$ cat config.mk
export PLATFORM = sky130hd
export DESIGN_NAME = slice_stream
export DESIGN_NICKNAME = d
export VERILOG_FILES = /design/src/rtl/slice_pkg.sv /design/src/rtl/slice_extract.sv /design/src/rtl/slice_stream.sv
export SDC_FILE = /design/constraint.sdc
export NUM_CORES = 2
export LEC_CHECK = 0
export CAP_MARGIN = 0
export CELL_PAD_IN_SITES_DETAIL_PLACEMENT = 2
export CELL_PAD_IN_SITES_GLOBAL_PLACEMENT = 2
export CORE_UTILIZATION = 35
export CTS_CLUSTER_SIZE = 25
export DETAILED_ROUTE_END_ITERATION = 6
export GPL_ROUTABILITY_DRIVEN = 0
export GPL_TIMING_DRIVEN = 0
export PLACE_DENSITY_LB_ADDON = 0.1
export SETUP_SLACK_MARGIN = 0.05
export SKIP_CTS_REPAIR_TIMING = 1
export SLEW_MARGIN = 20
export SYNTH_ARGS = -nofsm -noshare
export SYNTH_HDL_FRONTEND = slang
export SYNTH_HIERARCHICAL = 1
export SYNTH_SLANG_ARGS = --single-unit
$ cat constraint.sdc
create_clock -name clk -period 13.45 [get_ports clk]
set_input_delay 2.69 -clock clk [delete_from_list [all_inputs] [get_ports clk]]
set_output_delay 2.69 -clock clk [all_outputs]
set_load 0.005 [all_outputs]
$ cat src/rtl/slice_pkg.sv
// Shared types and constants for the frame slicer: FSM state encoding and legal code rates.
package slice_pkg;

    typedef enum logic {
        IDLE = 1'b0,
        RUN  = 1'b1
    } slice_state_t;

    localparam int CODE_RATE_2 = 2;
    localparam int CODE_RATE_3 = 3;

endpackage

$ cat src/rtl/slice_extract.sv
// Combinational codeword extractor: picks up to SYM_PER_CYCLE R-bit codewords MSB-first below rem.
// Latency 0; no flow control of its own, the caller decides when the result is registered.
module slice_extract #(
    parameter int FRAME_W       = 276,
    parameter int MAX_RATE      = 3,
    parameter int SYM_PER_CYCLE = 2,
    parameter int RATE_W        = 2,
    parameter int LEN_W         = $clog2(FRAME_W + 1),
    parameter int OUT_W         = SYM_PER_CYCLE * MAX_RATE
) (
    input  logic [FRAME_W-1:0]       frame_i,
    input  logic [LEN_W-1:0]         rem_i,
    input  logic [RATE_W-1:0]        rate_i,
    output logic [OUT_W-1:0]         rx_o,
    output logic [SYM_PER_CYCLE-1:0] mask_o,
    output logic [LEN_W-1:0]         used_o
);

    logic [LEN_W-1:0] idx;

    always_comb begin
        rx_o   = '0;
        mask_o = '0;
        used_o = '0;
        idx    = '0;
        for (int j = 0; j < SYM_PER_CYCLE; j++) begin
            // Codeword j exists only if all its R bits lie below rem, so the mask stays contiguous.
            if (int'(rem_i) >= (j + 1) * int'(rate_i)) begin
                mask_o[j] = 1'b1;
                used_o    = LEN_W'((j + 1) * int'(rate_i));
                for (int b = 0; b < MAX_RATE; b++) begin
                    if (b < int'(rate_i)) begin
                        idx = rem_i - LEN_W'(j * int'(rate_i)) - LEN_W'(b) - LEN_W'(1);
                        rx_o[j*MAX_RATE+b] = frame_i[idx];
                    end
                end
            end
        end
    end

endmodule

$ cat src/rtl/slice_stream.sv
// Frame slicer: loads a frame via valid/ready, then streams SYM_PER_CYCLE codewords per enabled cycle.
// Latency 1 from enabling edge; en_s low stalls with rem held, i_flush aborts to IDLE.
module slice_stream
    import slice_pkg::*;
#(
    parameter int FRAME_W       = 276,
    parameter int MAX_RATE      = 3,
    parameter int SYM_PER_CYCLE = 2,
    parameter int RATE_W        = 2,
    parameter int LEN_W         = $clog2(FRAME_W + 1),
    parameter int OUT_W         = SYM_PER_CYCLE * MAX_RATE
) (
    input  logic                     clk,
    input  logic                     rst,
    input  logic                     i_frame_valid,
    output logic                     o_frame_ready,
    input  logic [FRAME_W-1:0]       i_data_frame,
    input  logic [LEN_W-1:0]         i_frame_len,
    input  logic [RATE_W-1:0]        i_code_rate,
    input  logic                     en_s,
    input  logic                     i_flush,
    output logic [OUT_W-1:0]         o_rx,
    output logic [SYM_PER_CYCLE-1:0] o_sym_valid,
    output logic                     o_valid,
    output logic                     o_ood,
    output logic                     o_err
);

    slice_state_t             state_q, state_d;
    logic [FRAME_W-1:0]       frame_q, frame_d;
    logic [RATE_W-1:0]        rate_q, rate_d;
    logic [LEN_W-1:0]         rem_q, rem_d;
    logic [OUT_W-1:0]         rx_q, rx_d;
    logic [SYM_PER_CYCLE-1:0] sym_q, sym_d;
    logic                     valid_q, valid_d;
    logic                     ood_q, ood_d;
    logic                     err_q, err_d;

    logic [OUT_W-1:0]         ext_rx;
    logic [SYM_PER_CYCLE-1:0] ext_mask;
    logic [LEN_W-1:0]         used;
    logic [LEN_W-1:0]         rem_next;
    logic [LEN_W-1:0]         len_clamped;
    logic                     len_over;
    logic                     rate_bad;

    slice_extract #(
        .FRAME_W      (FRAME_W),
        .MAX_RATE     (MAX_RATE),
        .SYM_PER_CYCLE(SYM_PER_CYCLE),
        .RATE_W       (RATE_W),
        .LEN_W        (LEN_W),
        .OUT_W        (OUT_W)
    ) u_extract (
        .frame_i(frame_q),
        .rem_i  (rem_q),
        .rate_i (rate_q),
        .rx_o   (ext_rx),
        .mask_o (ext_mask),
        .used_o (used)
    );

    assign o_frame_ready = (state_q == IDLE) && !rst;
    assign len_over      = int'(i_frame_len) > FRAME_W;
    assign len_clamped   = len_over ? LEN_W'(FRAME_W) : i_frame_len;
    assign rate_bad      = (int'(i_code_rate) < CODE_RATE_2) || (int'(i_code_rate) > MAX_RATE);
    assign rem_next      = rem_q - used;

    always_comb begin
        state_d = state_q;
        frame_d = frame_q;
        rate_d  = rate_q;
        rem_d   = rem_q;
        err_d   = err_q;
        rx_d    = '0;
        sym_d   = '0;
        valid_d = 1'b0;
        ood_d   = 1'b0;
        case (state_q)
            IDLE: begin
                if (i_frame_valid && o_frame_ready) begin
                    frame_d = i_data_frame;
                    rate_d  = i_code_rate;
                    rem_d   = len_clamped;
                    err_d   = len_over;
                    if (rate_bad || (len_clamped == '0)) begin
                        err_d = 1'b1;
                    end else begin
                        state_d = RUN;
                    end
                end
            end
            RUN: begin
                if (i_flush) begin
                    state_d = IDLE;
                end else if (en_s) begin
                    valid_d = 1'b1;
                    rx_d    = ext_rx;
                    sym_d   = ext_mask;
                    rem_d   = rem_next;
                    // Fewer than R bits left: this is the final slice; any residue is dropped.
                    if (rem_next < LEN_W'(rate_q)) begin
                        ood_d   = 1'b1;
                        state_d = IDLE;
                        if (rem_next != '0) begin
                            err_d = 1'b1;
                        end
                    end
                end
            end
            default: state_d = IDLE;
        endcase
    end

    always_ff @(posedge clk) begin
        if (rst) begin
            state_q <= IDLE;
            frame_q <= '0;
            rate_q  <= '0;
            rem_q   <= '0;
            rx_q    <= '0;
            sym_q   <= '0;
            valid_q <= 1'b0;
            ood_q   <= 1'b0;
            err_q   <= 1'b0;
        end else begin
            state_q <= state_d;
            frame_q <= frame_d;
            rate_q  <= rate_d;
            rem_q   <= rem_d;
            rx_q    <= rx_d;
            sym_q   <= sym_d;
            valid_q <= valid_d;
            ood_q   <= ood_d;
            err_q   <= err_d;
        end
    end

    assign o_rx        = rx_q;
    assign o_sym_valid = sym_q;
    assign o_valid     = valid_q;
    assign o_ood       = ood_q;
    assign o_err       = err_q;

endmodule
==> flow_summary_export.csv <==
group,metric,value,unit
outcome,status,"complete, but fails checks",
outcome,violations,"design-rule violations",
yosys,synth-compound-area-share,0.123,
setup_path,timing.critical_path.from_type,"flip-flop",
cells_and_area,postLayoutCellArea,0.0329,mm²
cts,tritoncts,"built",
floorplan,pin_count,304,
sta,drv_slew,0,
detailed_routing,routedWlPerCell,37.0,µm
grt,grt_pass1_wl,214000,µm
place,dp_hpwl,113000,µm
place,dpl.cell_count,4033,
setup_path,arrival,8.92,ns
setup_path,reg2reg_from,"rem_q[0]$_SDFFE_PP0P_",
grt,grt_use_total,0.382,
floorplan,core-area,0.0765,mm²
sta,max_slew_margin,0.117,
setup_path,critical_path.startpoint,"rem_q[0]$_SDFFE_PP0P_",
yosys,synth_top_family_by_area,"multiplexers",
power_and_ir_drop,irDropWorstVdd,0.0732,mV
detailed_routing,via_per_inst,6.91,
detailed_routing,dr.pass1.iters,7,
yosys,synthCells,2690,
sta,fin_tns_setup,0,ns
cts,cts_buffers,36,
setup_path,criticalPathCategory,"reg -> reg",
grt,grt-ovfl-total,0,
yosys,yosys.area_share.simple,0.176,
yosys,synth_xor_area_frac,0.0209,
grt,grt_pass1_vias,29600,
power_and_ir_drop,p_per_area,143,mW/mm²
yosys,syn_area_per_cell,10.1,µm²
cts,cts-root-buf,"clkbuf_16",
yosys,muxShareOfSynthArea,0.404,
cells_and_area,instances_no_fill,4103,
place,place_area,0.0316,mm²
yosys,yosys.area.top_type_share,0.374,
floorplan,fp.dieW,281,µm
run,maxCapViolations,0,
cells_and_area,drive_gt1_frac,0.227,
yosys,synth_fa_ha_area_frac,0.0102,
floorplan,core.rowCount,101,
hold_path,min-delay-start,"frame_q[105]$_SDFFE_PP0P_",
grt,grt_max_degree,15,
sta,skew,0.0240,ns
yosys,synth_edf_count,0,
sta,hold_violations,0,
yosys,synthTopCellsByCount,"mux4_2 (451), nand2_1 (445), o21ai_0 (307)",
sta,period_minus_slack,8.41,ns
yosys,ys_top_cells_by_area,"mux4_2 (37%), dfxtp_1 (22%), nand2b_1 (6.5%)",
place,placement.io_buffers,303,
setup_path,critPathMaxFanout,11,
cells_and_area,synthToLayoutAreaGrowth,21.0,%
power_and_ir_drop,leakagePower,11.2,nW
sta,finalSetupViolCount,0,
grt,antenna_found_initial,10,
yosys,yosysTopAreaCell,"mux4_2",
detailed_routing,final_antenna_net_count,0,
yosys,synth_seq_cells,299,
detailed_routing,routed_wl,152000,µm
yosys,ys.warnings.count,6,
detailed_routing,drt_iter0_markers,3469,
yosys,synth_cell_type_count,93,
yosys,synthArstFlopShare,0,
setup_path,cp_data_required_time,13.96,ns
sta,fmax,119,MHz
floorplan,start_util,0.356,
yosys,syn_area,0.0272,mm²
yosys,synth_most_common_cell,"mux4_2",
cts,h-tree-depth,2,
sta,rsz0062_at_grt,"false",
cts,clk_path_buf_depth,3,
sta,worst_pin_slew,1.32,ns
sta,final.period_utilization,0.626,
floorplan,dieArea,0.0788,mm²
setup_path,worst_setup_path_end_kind,"flip-flop",
cts,insertion_delay,0.57,ns
floorplan,die_h,281,µm
yosys,synth-seq-area-share,0.220,
detailed_routing,drc,1,
hold_path,hold_path.class,"reg -> reg",
yosys,yosys_most_used_dff,"dfxtp_1",
detailed_routing,vias,28400,
cts,cts.clk_slew.worst_paths,0.06,ns
cells_and_area,nets,3355,
cts,clkSinkCount,299,
## power breakdown
group | internal [mW] | leakage (nW) | switching, mW
sequential | 0.952 | 2.47 | 0.160
clock | 0.594 | 0.593 | 0.412
combinational | 0.947 | 8.10 | 1.65
total | 2.49 | 11.2 | 2.22
## critical path, cell delays in order (launching register included)
cell,delay (ns)
dfxtp_1,0.49
clkbuf_1,0.25
inv_1,0.08
clkbuf_2,0.47
ha_1,0.55
inv_1,0.11
buf_2,0.32
buf_2,0.61
buf_2,0.61
ha_1,0.25
clkbuf_1,0.35
inv_1,0.33
xnor2_2,0.71
clkbuf_1,0.74
buf_2,0.54
mux4_2,0.30
nand2_1,0.06
a21oi_1,0.17
o21ai_0,0.09
a31oi_1,0.39
nand4_1,0.14
a32oi_1,0.50
and2_1,0.22
## area by class of cell
type	instances	area [µm²]
antenna	7	17.5
buffer	258	1180
clock buffer	48	1030
clock inverter	14	160
fill	8102	43600
inverter	25	93.8
multi-input combinational	2113	20000
sequential	299	5990
tap	1030	1290
timing repair buffer	309	3090
## routing by layer
metal / track usage / vias to the layer above / part of all wire
met4: 0.226 / 12 / 0.074
met3: 0.167 / 649 / 0.15
li1: - / 11000 / -
met5: 0.0213 / - / 0.0018
met2: 0.574 / 2349 / 0.43
met1: 0.448 / 14400 / 0.35
## path summary, 6_finish.rpt
path	cells after the start	slack, ns	end
worst max register to register	22	5.04	o_rx[5]$_SDFF_PP0_
worst min-delay path	2	0.56	frame_q[105]$_SDFFE_PP0P_
worst max-delay path	22	5.04	o_rx[5]$_SDFF_PP0_
worst min register to register	2	0.56	frame_q[105]$_SDFFE_PP0P_
## stage by stage
step | setup slack (ns) | power (mW) | util | hold WS [ns]
6_report | 5.04 | 4.71 | 0.430 | 0.562
5_1_grt | 4.96 | 4.74 | 0.430 | 0.589
4_1_cts | 5.20 | 4.54 | 0.429 | 0.563
3_5_place_dp | 5.26 | 3.52 | 0.414 | 0.551
3_3_place_gp | 4.28 | 3.44 | 0.412 | 0.536
2_1_floorplan | 7.23 | 2.46 | - | 0.493
## layout by cell type, fill, tap and decap left out, types with 37 or more instances in the layout
cell type | Yosys | routed
nand2b_1 | 284 | 284
buf_2 | 78 | 85
o21ai_0 | 307 | 307
nand2_1 | 445 | 445
nand3_1 | 47 | 47
clkbuf_1 | 142 | 131
a211oi_1 | 48 | 48
mux4_2 | 451 | 451
mux2i_1 | 68 | 68
dfxtp_1 | 299 | 299
clkdlybuf4s50_1 | 0 | 303
a21oi_1 | 54 | 54
clkbuf_16 | 0 | 37
## kinds of logic after synthesis
group           after synthesis
fa+ha+maj                    21
compound gates              548
buf+inv                     283
xor+xnor                     56
other cells                   1
flops                       299
mux                         532
simple gates                950
## registers in the layout (all words and copies together), names as in the netlist
register / cells
o_ood: 1
rate_q: 2
frame_q: 276
o_err: 1
o_rx: 6
o_sym_valid: 2
state_q: 1
rem_q: 9
o_valid: 1
Power figures use the tool's default switching activity.
